**src/rtl/fifo_pkg.sv**
```systemverilog
// ---------------------------------------------------------------------------
// fifo_pkg
//   Shared definitions for the byte FIFO and its read-side controller.
//   DATA_W is the default word width used by the FIFO and by fifo_drain, and
//   fifo_word_t is the matching word type. credit_bits() gives the width used
//   for the read-credit sum in fifo_drain. That width must hold count (up to
//   BUF_D) plus one in-flight word with headroom, so the sum never wraps.
// ---------------------------------------------------------------------------
package fifo_pkg;

    localparam int DATA_W = 8;

    typedef logic [DATA_W-1:0] fifo_word_t;

    // Width of the credit arithmetic for a local buffer of 'depth' entries.
    function automatic int credit_bits(input int depth);
        return $clog2(depth) + 2;
    endfunction

endpackage

```
**src/rtl/drain_buf.sv**
```systemverilog
// ---------------------------------------------------------------------------
// drain_buf
//   Small circular buffer that holds words returned by the FIFO until the
//   downstream consumer takes them. Head and tail wrap at BUF_D, so
//   non-power-of-two depths work. The caller guarantees that a push never
//   arrives while the buffer is full; the credit logic in fifo_drain enforces
//   this.
//
// Ports
//   clk        in   rising-edge clock
//   rst_n      in   asynchronous active-low reset
//   push       in   write push_data at the tail this edge
//   push_data  in   word to store
//   pop        in   remove the head word this edge (ignored when empty)
//   flush      in   empty the buffer and rewind both pointers; overrides push/pop
//   count      out  number of stored words, 0..BUF_D
//   head_data  out  word at the head of the buffer
// ---------------------------------------------------------------------------
module drain_buf #(
    parameter int DATA_W = fifo_pkg::DATA_W,
    parameter int BUF_D  = 2
) (
    input  logic                         clk,
    input  logic                         rst_n,
    input  logic                         push,
    input  logic [DATA_W-1:0]            push_data,
    input  logic                         pop,
    input  logic                         flush,
    output logic [$clog2(BUF_D+1)-1:0]   count,
    output logic [DATA_W-1:0]            head_data
);

    localparam int PW = $clog2(BUF_D);
    localparam int CW = $clog2(BUF_D + 1);
    localparam logic [PW-1:0] LAST_IDX = PW'(BUF_D - 1);

    logic [DATA_W-1:0] mem_q [BUF_D];
    logic [DATA_W-1:0] mem_d [BUF_D];
    logic [PW-1:0]     head_q, head_d;
    logic [PW-1:0]     tail_q, tail_d;
    logic [CW-1:0]     count_q, count_d;
    logic              pop_ok;

    // Advance a pointer by one slot, wrapping explicitly at BUF_D rather than
    // relying on natural binary rollover.
    function automatic logic [PW-1:0] ptr_next(input logic [PW-1:0] p);
        return (p == LAST_IDX) ? '0 : p + 1'b1;
    endfunction

    // Next-state logic. A flush wins over everything, including a word that
    // arrives in the same cycle. A pop of an empty buffer is ignored, so with
    // count==0 only the push side can take effect.
    always_comb begin
        mem_d   = mem_q;
        head_d  = head_q;
        tail_d  = tail_q;
        count_d = count_q;
        pop_ok  = pop && (count_q != '0);

        if (flush) begin
            head_d  = '0;
            tail_d  = '0;
            count_d = '0;
        end else begin
            if (push) begin
                mem_d[tail_q] = push_data;
                tail_d        = ptr_next(tail_q);
            end
            if (pop_ok) begin
                head_d = ptr_next(head_q);
            end
            case ({push, pop_ok})
                2'b10:   count_d = count_q + 1'b1;
                2'b01:   count_d = count_q - 1'b1;
                default: count_d = count_q;
            endcase
        end
    end

    // State registers. Storage is cleared on reset so that head_data reads 0
    // straight out of reset.
    always_ff @(posedge clk or negedge rst_n) begin
        if (!rst_n) begin
            mem_q   <= '{default: '0};
            head_q  <= '0;
            tail_q  <= '0;
            count_q <= '0;
        end else begin
            mem_q   <= mem_d;
            head_q  <= head_d;
            tail_q  <= tail_d;
            count_q <= count_d;
        end
    end

    assign count     = count_q;
    assign head_data = mem_q[head_q];

endmodule

```
**src/rtl/fifo_drain.sv**
```systemverilog
// ---------------------------------------------------------------------------
// fifo_drain
//   Read-side controller for the byte FIFO. It issues FIFO reads, absorbs the
//   FIFO's one-cycle registered read latency, and presents the words as a
//   valid/ready stream with no bubbles. Reads are credit-limited by the local
//   buffer. Every word already in flight has a reserved slot, so nothing is
//   ever dropped, and the controller never reads an empty FIFO.
//
// Ports
//   clk           in   rising-edge clock
//   rst_n         in   asynchronous active-low reset
//   fifo_empty    in   FIFO has no readable word this cycle
//   fifo_rd_en    out  FIFO read strobe, one word per asserted cycle
//   fifo_rd_data  in   FIFO read data, valid the cycle after fifo_rd_en
//   m_valid       out  stream word available
//   m_ready       in   consumer accepts the word this cycle
//   m_data        out  stream data (head of the local buffer)
//   flush         in   synchronous discard of buffered and in-flight words
//   idle          out  buffer empty and no read in flight
//   pop_count     out  number of stream transfers since reset, wraps
// ---------------------------------------------------------------------------
module fifo_drain #(
    parameter int DATA_W = fifo_pkg::DATA_W,
    parameter int BUF_D  = 2,
    parameter int CNT_W  = 16
) (
    input  logic              clk,
    input  logic              rst_n,
    input  logic              fifo_empty,
    output logic              fifo_rd_en,
    input  logic [DATA_W-1:0] fifo_rd_data,
    output logic              m_valid,
    input  logic              m_ready,
    output logic [DATA_W-1:0] m_data,
    input  logic              flush,
    output logic              idle,
    output logic [CNT_W-1:0]  pop_count
);

    import fifo_pkg::*;

    localparam int CW = $clog2(BUF_D + 1);
    localparam int SW = credit_bits(BUF_D);

    logic [CW-1:0]    buf_count;
    logic             inflight_q, inflight_d;
    logic [CNT_W-1:0] pop_count_q, pop_count_d;
    logic             pop;
    logic             push;
    logic [SW-1:0]    credit_used;

    // Local buffer holding returned words until the consumer takes them.
    drain_buf #(
        .DATA_W (DATA_W),
        .BUF_D  (BUF_D)
    ) u_buf (
        .clk       (clk),
        .rst_n     (rst_n),
        .push      (push),
        .push_data (fifo_rd_data),
        .pop       (pop),
        .flush     (flush),
        .count     (buf_count),
        .head_data (m_data)
    );

    // Credit logic. A slot is free when the words held, plus the word on its
    // way back from the FIFO, minus the word leaving this cycle, is below
    // BUF_D. Counting this cycle's pop is what lets a depth of 2 sustain one
    // word per cycle. It also makes the read strobe depend combinationally on
    // m_ready. Because pop implies count>=1, the subtraction cannot
    // underflow.
    always_comb begin
        pop         = m_valid && m_ready;
        credit_used = SW'(buf_count) + SW'(inflight_q) - SW'(pop);
        fifo_rd_en  = !fifo_empty && !flush && (credit_used < SW'(BUF_D));
        push        = inflight_q && !flush;
        inflight_d  = fifo_rd_en;
        pop_count_d = pop_count_q + CNT_W'(pop);
    end

    // Read-in-flight marker and transfer counter. A pop that happens in a
    // flush cycle is still a real transfer, so it is still counted.
    always_ff @(posedge clk or negedge rst_n) begin
        if (!rst_n) begin
            inflight_q  <= 1'b0;
            pop_count_q <= '0;
        end else begin
            inflight_q  <= inflight_d;
            pop_count_q <= pop_count_d;
        end
    end

    assign m_valid   = (buf_count != '0);
    assign idle      = (buf_count == '0) && !inflight_q;
    assign pop_count = pop_count_q;

endmodule

```
**config.mk**
```make
export PLATFORM = sky130hd
export DESIGN_NAME = fifo_drain
export DESIGN_NICKNAME = d
export VERILOG_FILES = /design/src/rtl/fifo_pkg.sv /design/src/rtl/drain_buf.sv /design/src/rtl/fifo_drain.sv
export SDC_FILE = /design/constraint.sdc
export NUM_CORES = 1
export LEC_CHECK = 0
export CORE_UTILIZATION = 49
export CTS_CLUSTER_SIZE = 40
export DETAILED_ROUTE_END_ITERATION = 6
export PLACE_DENSITY = 0.79
export SLEW_MARGIN = 25
export SYNTH_ARGS = -nofsm -noshare
export SYNTH_HDL_FRONTEND = slang
export SYNTH_SLANG_ARGS = --single-unit
```
**constraint.sdc**
```tcl
create_clock -name clk -period 3 [get_ports clk]
set_input_delay 0.75 -clock clk [delete_from_list [all_inputs] [get_ports clk]]
set_output_delay 0.75 -clock clk [all_outputs]
set_load 0.02 [all_outputs]
```
==> results of run 1 <==
[area by class of cell]
type                       instances  area (um2)
clock buffer                       6       41.29
clock inverter                     2       10.01
fill                             249       908.4
inverter                           3       11.26
multi-input combinational         87       778.2
sequential                        37       925.9
tap                               44       55.05
timing repair buffer              47       447.9
[synthesized netlist by cell type (2+ instances only)]
cell,number,area [um2]
dfrtp_1,37,925.9
mux2_2,24,270.3
xor2_1,11,96.34
nand3_1,7,35.03
nor2_1,7,26.28
xnor2_1,6,52.55
nor4_1,4,25.02
ha_1,3,37.54
inv_1,3,11.26
nand2_1,3,11.26
a21oi_1,2,10.01
nand2b_1,2,12.51
nand4_1,2,12.51
nor3_1,2,10.01
[registers in the layout (all words and copies together) (netlist names)]
| signal | count |
|---|---|
| u_buf.tail_q | 1 |
| u_buf.count | 2 |
| u_buf.mem_q | 16 |
| pop_count | 16 |
| inflight_q | 1 |
| u_buf.head_q | 1 |
[metrics by stage]
| step | util (%) | setup WS, ps | power [uW] | cells |
|---|---|---|---|---|
| after floorplan | - | 63.65 | 896.3 | 129 |
| after global placement | 68.46 | -938.8 | 1075 | 215 |
| after detailed placement | 68.46 | -1027 | 1099 | 215 |
| after CTS | 71.18 | -166.2 | 1356 | 225 |
| after global routing | 71.42 | -111.0 | 1410 | 226 |
| final | 71.42 | -67.93 | 1340 | 226 |
[power breakdown]
part           internal [uW]  switching (uW)  total (uW)
logic                    236             178         414
clock network           89.3             161         251
registers                599            76.8         676
[layout by cell type, fill, tap and decap left out, types with 3 or more instances in the layout]
master	n
buf_4	9
clkbuf_4	5
clkdlybuf4s50_1	36
dfrtp_1	37
ha_1	3
inv_1	3
mux2_2	24
nand2_1	3
nand3_1	7
nor2_1	7
nor4_1	4
xnor2_1	6
xor2_1	10
[worst max path at each step]
stage / from / end / slack, ps / depth (start not counted)
after floorplan: m_ready / fifo_rd_en / 60 / 6
after global placement: m_ready / fifo_rd_en / -940 / 8
after detailed placement: m_ready / fifo_rd_en / -1030 / 8
after CTS: m_ready / fifo_rd_en / -170 / 8
after global routing: u_buf.count[1] / fifo_rd_en / -110 / 7
final: m_ready / fifo_rd_en / -70 / 8
[worst register-to-register path: stages, from the launching register on]
cell	delay, ps
dfrtp_1	390
o21a_1	200
ha_1	270
nand2b_4	140
fa_2	360
xor2_2	180
nor4b_4	230
buf_4	140
[timing repair]
action                                 4_1_cts  5_1_grt
cloned                                       0        0
endpoints found under the hold margin        0        0
gates resized for setup                     15        0
buffers inserted                             2        1
pin swaps                                    4        5
setup endpoints to repair                    1        1
[routing by layer]
layer	global-route usage, %	up-vias
li1	-	559
met1	25.69	593
met2	34.85	27
met3	4.478	7
met4	9.740	0
met5	0	-
[logic make-up after synthesis]
kind of cell             after synthesis  share of synthesized area (%)
AO/OA/AOI/OAI                          6                          2.290
XOR/XNOR                              17                          8.789
adder cells (fa/ha/maj)                4                          3.398
buffers and inverters                  5                          1.329
flip-flops                            37                          54.65
multiplexers                          24                          15.95
AND/OR/NAND/NOR                       36                          13.59
==> flow_metrics.env, run 1 <==
export IMPL_drtIter0Drc=26
export IMPL_wl_met3_um=107
export IMPL_hold_buffers=0
export IMPL_vias=1186
export IMPL_rr_worst_depth=7
export IMPL_htreeDepth=2
export IMPL_clkTransAtPathRegs_ps=110
export IMPL_io_pins=40
export IMPL_gp_congestion=0.7291
export IMPL_synth_seq_area_share_pct=54.65
export IMPL_finClkSkew_ps=11.36
export IMPL_hold_viol=0
export IMPL_core_region_area_mm2=0.003178
export IMPL_worst_pin_slew_ps=778.4
export IMPL_slowest_stage="fa_2"
export IMPL_first_global_vias=1186
export IMPL_synth_seq_cells=37
export IMPL_wl_met1_um=1421
export IMPL_slowest_delay_ps=360
export IMPL_dr_wl_met2_um=1775
export IMPL_via_per_inst=5.248
export IMPL_synth_async_sr_flop_share_pct=100.0
export IMPL_reg2reg_to="inflight_q"
export IMPL_cp_cell_sequence="buf_8 > o21a_1 > ha_1 > nand2b_4 > fa_2 > xor2_2 > nor4b_4 > buf_4"
export IMPL_drive_gt1_share_pct=28.57
export IMPL_critPathCaptureType="output pin"
export IMPL_synthCells=129
export IMPL_drv_slew=0
export IMPL_avgSynthCellArea_um2=13.13
export IMPL_syn_area_mm2=0.001694
export IMPL_start_util_pct=53.31
export IMPL_final_setup_worst_slack_ps=-67.93
export IMPL_cts_inserted_buffers=5
export IMPL_r2r_slack_ps=1030
export IMPL_ys_flop_type="dfrtp_1"
export IMPL_dpl_instance_area_mm2=0.002176
export IMPL_die_w_um=60.80
export IMPL_critPathKind="in2out"
export IMPL_clock_sinks=37
export IMPL_yosysWarnings=0
export IMPL_rsz0062_at_grt="yes"
export IMPL_clock_latency_ps=340
export IMPL_design_area_mm2=0.002270
export IMPL_period_share_pct=102.3
export IMPL_power_density_mw_per_mm2=590.5
export IMPL_startpoint_type="input port"
export IMPL_grt_max_degree=38
export IMPL_setup_violations=1
export IMPL_cts_root_buffer="clkbuf_4"
export IMPL_areaGrowthSynthToFinish_pct=33.97
export IMPL_diodes=0
export IMPL_overflow=0
export IMPL_wl_per_cell_um=14.86
export IMPL_worst_path_buf_inv=2
export IMPL_rows=20
export IMPL_highest_layer="met4"
export IMPL_required_ps=2250
export IMPL_fmax_ghz=0.3260
export IMPL_grt_pass1_wl_um=5382
export IMPL_synth_edff_count=0
export IMPL_violations="setup timing"
export IMPL_antenna_found_initial=0
export IMPL_grt_use_total_pct=20.78
export IMPL_whs_ps=470.7
export IMPL_irDropWorstVdd_v=0.0003675
export IMPL_drt_pass1_iter_count=4
export IMPL_critPathTopFamily="adder cells"
export IMPL_synth_cell_types=30
export IMPL_place_hpwl_um=2400
export IMPL_r2r_start="u_buf.count[1]"
export IMPL_clock_path_buffers=2
export IMPL_leakage_uw=0.001036
export IMPL_cts_tree="built"
export IMPL_nets=198
export IMPL_min_path_type="in2async"
export IMPL_drc=0
export IMPL_min_period_ps=3068
export IMPL_path_max_fanout=2
export IMPL_die_area_mm2=0.003697
export IMPL_drtAntennaViolNets=0
export IMPL_run_status="finished with violations"
export IMPL_max_slew_margin_rel_pct=48.11
export IMPL_fp_dieH_um=60.80
export IMPL_io_buffers=39
export IMPL_worst_endpoint_arrival_ps=2320
export IMPL_setup_tns_ps=-67.93
export IMPL_drv_cap=0
export IMPL_wirelength_um=3358
export IMPL_synthesis_nets=146
No activity file was read; power rests on OpenSTA's default activity.
==> run 2: changes to the inputs <==
--- a/config.mk
+++ b/config.mk
@@ -5,9 +5,11 @@
 export SDC_FILE = /design/constraint.sdc
 export NUM_CORES = 1
 export LEC_CHECK = 0
+export CORE_ASPECT_RATIO = 2
 export CORE_UTILIZATION = 49
 export CTS_CLUSTER_SIZE = 40
 export DETAILED_ROUTE_END_ITERATION = 6
+export GPL_TIMING_DRIVEN = 0
 export PLACE_DENSITY = 0.79
 export SLEW_MARGIN = 25
 export SYNTH_ARGS = -nofsm -noshare
==> run 2 against run 1 <==
The run ends with DRC, setup timing left. Via count is 0.51% lower. First-iteration DRC count is 35% higher. Die area is 0.38% higher. Setup slack worse by 52 ps. Utilization is 0.59 points lower. Global-route usage is 0.93 points higher.
==> flow_metrics.env, run 2 (same netlist as run 1, synthesis figures left out) <==
export IMPL_run_status="finished with violations"
export IMPL_violations="DRC, setup timing"
export IMPL_min_period_ps=3120
export IMPL_final_setup_worst_slack_ps=-119.8
export IMPL_cts_root_buffer="clkbuf_8"
export IMPL_rows=29
export IMPL_rr_worst_depth=7
export IMPL_pre_cts_slack_ps=-1135
export IMPL_r2r_slack_ps=920
export IMPL_reg2reg_to="inflight_q"
export IMPL_clock_path_buffers=2
export IMPL_fmax_ghz=0.3205
export IMPL_cts_inserted_buffers=5
export IMPL_wl_per_cell_um=16.96
export IMPL_drtAntennaViolNets=0
export IMPL_areaGrowthSynthToFinish_pct=35.01
export IMPL_drive_gt1_share_pct=28.89
export IMPL_antenna_found_initial=0
export IMPL_leakage_uw=0.001041
export IMPL_final_core_util_pct=70.83
export IMPL_wirelength_um=3579
export IMPL_critPathKind="in2out"
export IMPL_finClkSkew_ps=3.993
export IMPL_dp_cells=200
export IMPL_startpoint_type="input port"
export IMPL_clock_sinks=37
export IMPL_die_w_um=43.58
export IMPL_path_max_fanout=4
export IMPL_drc=6
export IMPL_critPathCaptureType="output pin"
export IMPL_diodes=0
export IMPL_gp_congestion=0.7204
export IMPL_io_pins=40
export IMPL_grt_use_total_pct=21.71
export IMPL_core_region_area_mm2=0.003229
export IMPL_clkTransAtPathRegs_ps=70
export IMPL_design_area_mm2=0.002287
export IMPL_drv_cap=0
export IMPL_min_path_type="in2async"
export IMPL_start_util_pct=52.46
export IMPL_first_global_vias=1310
export IMPL_hold_viol=0
export IMPL_htreeDepth=2
export IMPL_drv_slew=0
export IMPL_setup_worst_path_end="fifo_rd_en"
export IMPL_io_buffers=39
export IMPL_rsz0062_at_grt="yes"
export IMPL_final_cells=211
export IMPL_worst_endpoint_arrival_ps=2370
export IMPL_power_density_mw_per_mm2=616.7
export IMPL_die_area_mm2=0.003711
export IMPL_place_hpwl_um=2557
export IMPL_clock_latency_ps=280
export IMPL_max_slew_margin_rel_pct=64.63
export IMPL_nets=198
export IMPL_worst_pin_slew_ps=530.5
export IMPL_final_common_cell="clkdlybuf4s50_1"
export IMPL_cts_tree="built"
export IMPL_dpl_instance_area_mm2=0.002153
export IMPL_drt_pass1_iter_count=6
export IMPL_fp_dieH_um=85.16
export IMPL_startpoint="m_ready"
export IMPL_hold_buffers=0
export IMPL_grt_max_degree=30
export IMPL_setup_violations=1
export IMPL_grt_pass1_wl_um=5934
export IMPL_via_per_inst=5.592
export IMPL_r2r_start="u_buf.count[0]"
export IMPL_mostFrequentLayoutCells="clkdlybuf4s50_1, dfrtp_1, mux2_2, xor2_1"
export IMPL_period_share_pct=104.0
export IMPL_p_total_uw=1410
export IMPL_drtIter0Drc=35
export IMPL_irDropWorstVdd_v=0.0004646
export IMPL_overflow=0
export IMPL_required_ps=2250
export IMPL_vias=1180
[run 2: critical path, cell delays in order]
cell and delay, ps:
buf_8 100, o21a_1 110, ha_1 270, nand2b_4 140
fa_2 350, xor2_2 200, nor4b_4 250, buf_4 190
[run 2: worst min path at each step]
stage	cells after the start	slack, ps	to
finish	1	320	u_buf.mem_q[4]
global route	1	320	u_buf.mem_q[13]
CTS	1	310	u_buf.mem_q[4]
floorplan	0	450	inflight_q
global placement	1	460	pop_count[15]
detailed placement	1	460	pop_count[15]
[run 2: per-layer routing]
layer  GRT usage (%)  wire, um  up-vias
met2           37.45      2004       34
met3           4.043       120        7
met5               0         0        -
met1           24.96      1383      584
li1                -         -      555
met4           9.943        71        0
[run 2: per-stage QoR]
step	hold slack, ps	setup TNS [ps]
4_1_cts	310.2	-163.3
3_5_place_dp	459.0	-1135
3_3_place_gp	462.9	-1041
6_report	315.2	-119.8
2_1_floorplan	454.4	0
5_1_grt	323.6	-144.5
[run 2: area by class of cell]
cell class | instances | area, um2
multi-input cells | 87 | 778.2
well taps | 31 | 38.79
inverters | 3 | 11.26
repair buffers | 45 | 445.4
fillers | 239 | 942.2
flip-flops and latches | 37 | 928.4
clock buffers | 5 | 68.82
clock inverters | 1 | 5.005
plain buffers | 2 | 11.26
[run 2: where the power goes]
group | switching (uW) | total (uW) | internal (uW)
Sequential | 76.8 | 677 | 600
Combinational | 185 | 423 | 238
Clock | 158 | 311 | 153
[run 2: timing repair]
action	4_1_cts	5_1_grt
pin swaps	3	4
setup buffers	3	2
endpoints found under the hold margin	0	0
resized for setup	17	0
setup endpoints to repair	1	1
